### src/rtl/result_bcd_converter_pkg.sv
// Shared constants for the binary-to-BCD result converter: default geometry,
// FSM state encoding and the double-dabble correction constants.
package result_bcd_converter_pkg;

  localparam int DATA_W = 16;
  localparam int DIGITS = 5;
  localparam int CNT_W  = 5;

  localparam logic [1:0] IDLE  = 2'd0;
  localparam logic [1:0] SHIFT = 2'd1;
  localparam logic [1:0] DONE  = 2'd2;

  // A digit at or above this threshold would overflow past 9 when doubled
  localparam logic [3:0] ADJ_THRESH = 4'd5;
  localparam logic [3:0] ADJ_ADD    = 4'd3;

endpackage

### src/rtl/result_bcd_converter_adjust.sv
// Combinational add-3 correction for a single BCD digit, applied before
// each double-dabble shift.
module bcd_digit_adjust (
  input  logic [3:0] digit_i,
  output logic [3:0] digit_o
);
  import result_bcd_converter_pkg::*;

  always_comb begin
    digit_o = digit_i;
    if (digit_i >= ADJ_THRESH) begin
      digit_o = digit_i + ADJ_ADD;
    end
  end

endmodule

### src/rtl/result_bcd_converter.sv
// Sequential double-dabble converter: turns a signed or unsigned binary
// result into packed BCD digits plus a separate sign flag.
module result_bcd_converter #(
  parameter int DATA_W = result_bcd_converter_pkg::DATA_W,
  parameter int DIGITS = result_bcd_converter_pkg::DIGITS
) (
  input  logic                  CLOCK_50,
  input  logic                  reset,
  input  logic                  start,
  input  logic [DATA_W-1:0]     value,
  input  logic                  is_signed,
  output logic                  busy,
  output logic                  done,
  output logic [4*DIGITS-1:0]   bcd,
  output logic                  negative
);
  import result_bcd_converter_pkg::*;

  localparam int BCD_W = 4 * DIGITS;
  localparam logic [CNT_W-1:0] LAST_ITER = CNT_W'(DATA_W - 1);

  logic [1:0]        state_q, state_d;
  logic [CNT_W-1:0]  cnt_q,   cnt_d;
  logic [DATA_W-1:0] mag_q,   mag_d;
  logic [BCD_W-1:0]  acc_q,   acc_d;
  logic              sign_q,  sign_d;
  logic [BCD_W-1:0]  bcd_q,   bcd_d;
  logic              neg_q,   neg_d;
  logic              done_q,  done_d;

  logic [BCD_W-1:0]  acc_adj;
  logic              value_neg;
  logic [DATA_W-1:0] value_mag;

  for (genvar g = 0; g < DIGITS; g++) begin : g_adj
    bcd_digit_adjust u_adj (
      .digit_i (acc_q[4*g +: 4]),
      .digit_o (acc_adj[4*g +: 4])
    );
  end

  // Negating the most negative value wraps to itself, which is the correct
  // unsigned magnitude, so no extra width is needed.
  assign value_neg = is_signed & value[DATA_W-1];
  assign value_mag = value_neg ? -value : value;

  always_comb begin
    state_d = state_q;
    cnt_d   = cnt_q;
    mag_d   = mag_q;
    acc_d   = acc_q;
    sign_d  = sign_q;
    bcd_d   = bcd_q;
    neg_d   = neg_q;
    done_d  = 1'b0;

    case (state_q)
      IDLE: begin
        if (start) begin
          mag_d   = value_mag;
          acc_d   = '0;
          cnt_d   = '0;
          sign_d  = value_neg;
          state_d = SHIFT;
        end
      end
      SHIFT: begin
        {acc_d, mag_d} = {acc_adj, mag_q} << 1;
        cnt_d = cnt_q + 5'd1;
        if (cnt_q == LAST_ITER) begin
          state_d = DONE;
        end
      end
      DONE: begin
        bcd_d   = acc_q;
        neg_d   = sign_q;
        done_d  = 1'b1;
        state_d = IDLE;
      end
      default: begin
        state_d = IDLE;
      end
    endcase
  end

  always_ff @(posedge CLOCK_50) begin
    if (reset) begin
      state_q <= IDLE;
      cnt_q   <= '0;
      mag_q   <= '0;
      acc_q   <= '0;
      sign_q  <= 1'b0;
      bcd_q   <= '0;
      neg_q   <= 1'b0;
      done_q  <= 1'b0;
    end else begin
      state_q <= state_d;
      cnt_q   <= cnt_d;
      mag_q   <= mag_d;
      acc_q   <= acc_d;
      sign_q  <= sign_d;
      bcd_q   <= bcd_d;
      neg_q   <= neg_d;
      done_q  <= done_d;
    end
  end

  assign busy     = (state_q != IDLE);
  assign done     = done_q;
  assign bcd      = bcd_q;
  assign negative = neg_q;

endmodule
### config.mk
export PLATFORM = sky130hd
export DESIGN_NAME = result_bcd_converter
export DESIGN_NICKNAME = d
export VERILOG_FILES = /design/src/rtl/result_bcd_converter_pkg.sv /design/src/rtl/result_bcd_converter_adjust.sv /design/src/rtl/result_bcd_converter.sv
export SDC_FILE = /design/constraint.sdc
export NUM_CORES = 1
export LEC_CHECK = 0
export ABC_AREA = 1
export CAP_MARGIN = 10
export CORE_MARGIN = 2
export CORE_UTILIZATION = 45
export CTS_CLUSTER_DIAMETER = 30
export DETAILED_ROUTE_END_ITERATION = 8
export PLACE_DENSITY = 0.72
export SYNTH_ARGS = -nofsm -noshare
export SYNTH_HDL_FRONTEND = slang
export SYNTH_SLANG_ARGS = --single-unit
### constraint.sdc
create_clock -name CLOCK_50 -period 1.35 [get_ports CLOCK_50]
set_input_delay 0.27 -clock CLOCK_50 [delete_from_list [all_inputs] [get_ports CLOCK_50]]
set_output_delay 0.27 -clock CLOCK_50 [all_outputs]
set_load 0.005 [all_outputs]
==> metrics.md, run 1 <==
| Metric | Value |
|---|---|
| Max transition margin | around 80% |
| R2R Setup Slk | ~0.034 ns |
| Tcrit/Tclk final | between 90% and 100% |
| Inserted Diodes | 0 |
| R2R depth | 6 |
| Synthesis-to-layout area growth | 41.4% |
| Final Hold Viols | 0 |
| Clk Latency, worst-skew pair | approximately 0.34 ns |
| Die height | 88.9 um |
| Reg-to-reg endpoint | cnt_q[4] |
| CTS buffer count | 9 |
| R2r startpoint | cnt_q[1] |
| Initial Util | approximately 47% |
| Synth cell types | 28 |
| MaxCap Viol Count | 0 |
| Comb pwr share | 12.0% |
| Cell Rows | 30 |
| Hold crit path type | in2reg |
| Fin. max-slew vios | 0 |
| TNS Setup | 0 ns |
| Synth warn | 0 |
| Dpl cell area | 4100 um2 |
| Port Buf Inserts | 42 |
| Htree depth | 3 |
| Ratio of cells with drive above 1 in the final layout | between 20% and 30% |
| Hold path start | value[0] |
| Syn Std Cell Area | approximately 3200 um2 |
| Async S/R FF share, synth | 0% |
| Detailed Route WL | a little under 8000 um |
| Clock root cell | clkbuf_8 |
| Initial antenna violation count | 0 |
| Max Clock Skew | around 0.0063 ns |
| CP max FO | 3 |
| Status | finished clean |
| Worst setup EP type | flip-flop |
| Maximum clock frequency | between 700 and 800 MHz |
| Post-DR wirelength/cell | around 13 um |
| RSZ-0062 raised after global routing | true |
| Total power | 4.70 mW |
| Hold Path Depth | 3 |
| Die W | ~89 um |
| FF+latch count, synth | 66 |
| Crit path launch type | flip-flop |
| CTS Sinks | 66 |
| Post-synthesis cell count | approximately 450 |
| Hold-fix buffers, CTS | 0 |
| Clock power share | about 45% |
| Vias per inst | between 5 and 6 |
| Worst-path clk slew | 0.07 ns |
| CORE AREA | about 7000 um2 |
| Sw Pwr | 1.05 mW |
| Sequential share of the synthesized area | 40.8% |
| Placed insts | between 600 and 700 |
| P_int | between 3 and 4 mW |
| Final number of setup-violating endpoints | 0 |
| RD Place Congestion | 0.943 |
| 1st-pass router iterations | 6 |
| Worst Path Required | 1.62 ns |
| Vias | 3228 |
| First-pass GRT wire length | between 10000 and 15000 um |
| Synth Area per Inst | slightly above 7 um2 |
| Layout Cells excl Fill | 627 |
| Main synth FF type | dfxtp_1 |
| Measured slew at the worst slew-check pin | around 0.33 ns |
| Switch share | approximately 22% |
| HPWL Detailed | 5380 um |
| Largest net degree at the start of global routing | 43 |
| Nets | 560 |
| Cell Pwr Density | 1020 nW/um2 |
| # IOs | between 40 and 50 |
| Syn_nets | a little under 500 |
| Clk buf depth | 2 |
| Post-synth EDFFs | 0 |
| Pre-CTS setup slack | -0.434 ns |
| Critical path class | reg2reg |
| GR Util All Layers | about a fifth |
| Pleak | between 1.5 and 2 nW |
| Seq pwr share | 43.1% |
| Die area | 7900 um2 |
| Cell taking the most area after synthesis | dfxtp_1 |
| Final non-filler cell area | around 4600 um2 |
| Min Tclk post-route | 1.32 ns |
| Vias in the first global route | 2964 |
| Total congestion overflow | 0 |
| Hold path endpoint | mag_q[0] |
| Arr. time, crit path | roughly 1.6 ns |
| Synth top area share | slightly above 40% |
| Number of routed nets with antenna violations | 0 |
| Largest cells by area after synthesis | dfxtp_1 (41%), a21oi_1 (10%), nand2_1 (8.3%), o21ai_0 (6.8%), nand3_1 (6.2%) |
| DRT iter0 DRCs | around 220 |
| Drt drc | 0 |
| CTS tree | done |
| Final worst setup slack | around 0.034 ns |
| Peak VDD IR | around 830 uV |
## final cells by class
| cell class | instances | area, um2 |
|---|---|---|
| clock buffer | 9 | 124 |
| clock inverter | 6 | 130 |
| fill | 588 | 2280 |
| inverter | 56 | 220 |
| multi-input combinational | 305 | 1840 |
| sequential | 66 | 1340 |
| tap | 96 | 120 |
| timing repair buffer | 89 | 812 |
## worst max path at each step
stage / startpoint / end / slack [ns]
global placement: value[0] / mag_q[12] / -0.39
global route: acc_q[12] / acc_q[14] / -0.02
finish: cnt_q[1] / cnt_q[4] / 0.03
detailed placement: value[0] / mag_q[10] / -0.43
floorplan: acc_q[12] / acc_q[13] / 0.003
CTS: value[0] / mag_q[13] / 0.0004
## through the flow
| step | util [%] | hold slack [ns] |
|---|---|---|
| floorplan | - | 0.418 |
| detailed placement | 59.6 | 0.455 |
| global route | 66.7 | 0.286 |
| CTS | 63.7 | 0.468 |
| global placement | 59.6 | 0.446 |
| finish | 66.7 | 0.272 |
## cell usage after synthesis, types with 2 or more instances
master / count
nor3_1: 6
a21oi_1: 66
nand2_2: 2
dfxtp_1: 66
a22oi_1: 10
inv_2: 4
nor2_4: 2
nor2_1: 25
nor2_2: 2
clkbuf_1: 11
nand3_1: 40
buf_2: 6
o21ai_0: 44
inv_1: 52
buf_4: 4
o21ai_1: 2
or2_2: 2
nand2_1: 72
ha_1: 13
a31oi_1: 5
xor2_1: 3
nand4_1: 4
nand3b_1: 2
## repair_timing
action / CTS / global route
endpoints found under the setup margin: 33 / 25
hold endpoints to repair: 0 / 0
pin swaps: 5 / 22
setup buffers: 0 / 1
gates cloned: 0 / 0
resized for setup: 43 / 74
## sequential cells by signal (all words and copies together), names as in the netlist
register	flops
mag_q	16
cnt_q	5
done	1
state_q	2
bcd	20
sign_q	1
acc_q	20
negative	1
## power groups by stage
| stage | sequential [mW] | clock, mW | combinational [mW] |
|---|---|---|---|
| 5_1_grt | 2.03 | 2.24 | 0.614 |
| 4_1_cts | 2.02 | 2.15 | 0.526 |
| 6_report | 2.02 | 2.11 | 0.563 |
| 3_3_place_gp | 2.07 | 0 | 0.506 |
| 3_5_place_dp | 2.07 | 0 | 0.515 |
| 2_1_floorplan | 2.06 | 0 | 0.291 |
## metal layers
| metal | wire [um] | GRT usage [%] |
|---|---|---|
| met5 | 0 | 0 |
| met4 | 91 | 6.75 |
| met3 | 272 | 5.69 |
| met2 | 3980 | 34.9 |
| met1 | 3540 | 24.2 |
## logic make-up after synthesis
family	Yosys count	share of synthesized area (%)
AO/OA/AOI/OAI	131	21.8
flip-flops	66	40.8
AND/OR/NAND/NOR	158	22.0
XOR/XNOR	3	0.811
buffers and inverters	77	9.61
adder cells (fa/ha/maj)	13	5.02
## cells in the final DEF, fill, tap and decap left out, types with 9 or more instances in the layout
cell and instances:
o21ai_0 40, nand3_1 30, a21oi_1 60, inv_1 38, inv_2 15, buf_4 42, dlygate4sd2_1 22, a22oi_1 10
dfxtp_2 16, clkbuf_8 9, nand2_1 65, dfxtp_1 50, nor2_1 20, clkdlybuf4s50_1 12
## worst max-delay path, stage by stage (launching register included)
cell     delay [ns]
dfxtp_2        0.35
ha_4           0.14
inv_4          0.04
nor3_4         0.11
ha_1           0.26
or2_4          0.25
a21oi_2        0.10
(Power assumes the default switching activity.)
==> run 2: changes to the inputs <==
--- a/config.mk
+++ b/config.mk
@@ -12,6 +12,7 @@
 export CTS_CLUSTER_DIAMETER = 30
 export DETAILED_ROUTE_END_ITERATION = 8
 export PLACE_DENSITY = 0.72
+export REMOVE_ABC_BUFFERS = 1
 export SYNTH_ARGS = -nofsm -noshare
 export SYNTH_HDL_FRONTEND = slang
 export SYNTH_SLANG_ARGS = --single-unit
==> run 2 against run 1 <==
Compared with the run above:
- first-iteration DRC count decreased by 33%
- final cell count increased by 1.1%
- sequential power about the same
- worst setup slack got worse by 0.029 ns
- power decreased by 14%
- global-route usage decreased by 0.87 points
- sequential cell count unchanged
- hold slack got worse by 0.020 ns
- clock-buffer cell count increased by 3
- non-clock buffer count increased by 7
- critical path type is now in2reg
- critical endpoint is now mag_q[3]
==> metrics.md, run 2 (synthesized netlist as in run 1, its figures left out) <==
| Metric | Value |
|---|---|
| Status | finished clean |
| Gr busiest metal | met2 |
| GR Util All Layers | 19.4% |
| Measured slew at the worst slew-check pin | ~0.32 ns |
| CTS buffer count | 9 |
| CP max FO | 12 |
| Worst path max stage delay | around 0.43 ns |
| Port Buf Inserts | 42 |
| Maximum clock frequency | 743 MHz |
| Final non-filler cell area | ~4500 um2 |
| Crit-path cells | clkdlybuf4s50_1 > nand2_2 > clkinv_4 > buf_4 > nand3_1 > nand2_1 > or2_2 > a31oi_1 |
| Pleak | 1.94 nW |
| Dpl cell area | approximately 4100 um2 |
| MaxCap Viol Count | 0 |
| Max transition margin | roughly four fifths |
| Inserted Diodes | 0 |
| Arr. time, crit path | between 1.5 and 2 ns |
| Multi-input gate area | approximately 1800 um2 |
| Met2 Use GR | ~34% |
| Die area | 7900 um2 |
| Layout Cells excl Fill | 634 |
| Initial antenna violation count | 0 |
| Vias per inst | 5.09 |
| Clk Latency, worst-skew pair | between 0.3 and 0.4 ns |
| Cell Pwr Density | 894 nW/um2 |
| Commonest non-fill, non-tap cell in the layout | nand2_1 |
| First-pass GRT wire length | 12100 um |
| Hold-fix buffers, CTS | 0 |
| GRT met3 Usage | under 10% |
| Final Hold Viols | 0 |
| Final number of setup-violating endpoints | 0 |
| Post-DR wirelength/cell | 12.0 um |
| Synthesis-to-layout area growth | 39.3% |
| RSZ-0062 raised after global routing | true |
| Grt met1 use | a little under a quarter |
| Delay-heaviest family, CP | buffers and inverters |
| Crit path launch type | primary input |
| 1st-pass router iterations | 4 |
| CORE AREA | roughly 7000 um2 |
| DRT iter0 DRCs | around 150 |
| # IOs | between 40 and 50 |
| Max Clock Skew | ~0.0075 ns |
| Ratio of cells with drive above 1 in the final layout | approximately a quarter |
| HPWL Detailed | a little over 5000 um |
| Fillers | 580 |
| Number of routed nets with antenna violations | 0 |
| Tcrit/Tclk final | 99.7% |
| Total area of sequential cells | 1340 um2 |
| RD Place Congestion | roughly 0.85 |
| Initial Util | approximately 47% |
| Die W | slightly below 90 um |
| Critical path class | in2reg |
| Worst Path Required | between 1.5 and 2 ns |
| Fin. max-slew vios | 0 |
| Sum of buffers and inverters on the critical path | 3 |
| Vias in the first global route | about 2900 |
| Final Util | between 60% and 70% |
| Worst-path clk slew | roughly 0.070 ns |
| Htree depth | 3 |
| Detailed Route WL | approximately 7600 um |
| Hold crit path type | in2reg |
| CP max stage cell | clkdlybuf4s50_1 |
| Min Tclk post-route | roughly 1.3 ns |
| Clk buf depth | 2 |
| Total congestion overflow | 0 |
| CTS Sinks | 66 |
| Vias | between 3000 and 4000 |
| Worst setup EP type | flip-flop |
| Cell Rows | 30 |
| Largest net degree at the start of global routing | 44 |
| Nets | roughly 570 |
| Drt drc | 0 |
| CTS tree | done |
| Die height | between 80 and 90 um |
| Placed insts | about 620 |
| Most frequent cells in the layout | nand2_1 (65), a21oi_1 (62), dfxtp_1 (54) |
| Clock root cell | clkbuf_8 |
| Peak VDD IR | around 370 uV |
| R2R Setup Slk | 0.01 ns |
run 2: timing repair:
item / CTS / global route
buffers inserted: 0 / 2
resized for setup: 47 / 57
hold endpoints to repair: 0 / 0
endpoints found under the setup margin: 31 / 25
pin swaps: 4 / 17
gates cloned: 0 / 1
run 2: routing by layer:
metal  share of wire, %  routed length (um)
met2                 50                3800
met1                 44                3360
met4                2.0                 151
met3                3.5                 268
met5                  0                   0
run 2: area by class of cell:
class	count	share of cell area, %
Clock buffer	12	3.44
Sequential cell	66	29.6
Clock inverter	3	0.333
Tap cell	96	2.66
Inverter	56	4.77
Multi-Input combinational cell	305	39.7
Timing Repair Buffer	96	19.5
run 2: report_power, final:
group          total [mW]  switching, mW  internal [mW]
Sequential           2.02         0.0269           2.00
Combinational       0.555          0.302          0.253
Clock                1.46          0.710          0.748
Total                4.04           1.04           3.00
run 2: worst paths after layout:
| kind | startpoint | to | depth (start not counted) |
|---|---|---|---|
| worst max-delay path | value[15] | mag_q[3] | 8 |
| worst min-delay path | value[0] | mag_q[0] | 3 |
| worst max register to register | cnt_q[1] | cnt_q[4] | 6 |
| worst min register to register | acc_q[19] | acc_q[19] | 2 |
run 2: worst register-to-register path, cell delays in order, from the launching register on:
cell	delay (ns)
dfxtp_2	0.35
ha_4	0.13
inv_2	0.03
nor3_2	0.16
ha_1	0.25
or2_4	0.23
a21oi_2	0.12
run 2: stage by stage:
stage          worst slack [ns]  TNS, ns  hold WS [ns]  power, mW
6_report                0.00427        0         0.253       4.04
5_1_grt                 -0.0711   -0.244         0.260       4.23
4_1_cts                0.000252        0         0.463       4.03
3_5_place_dp             -0.484    -8.49         0.453       2.58
3_3_place_gp             -0.422    -7.55         0.448       2.57
2_1_floorplan            -0.170    -4.54         0.336       2.30
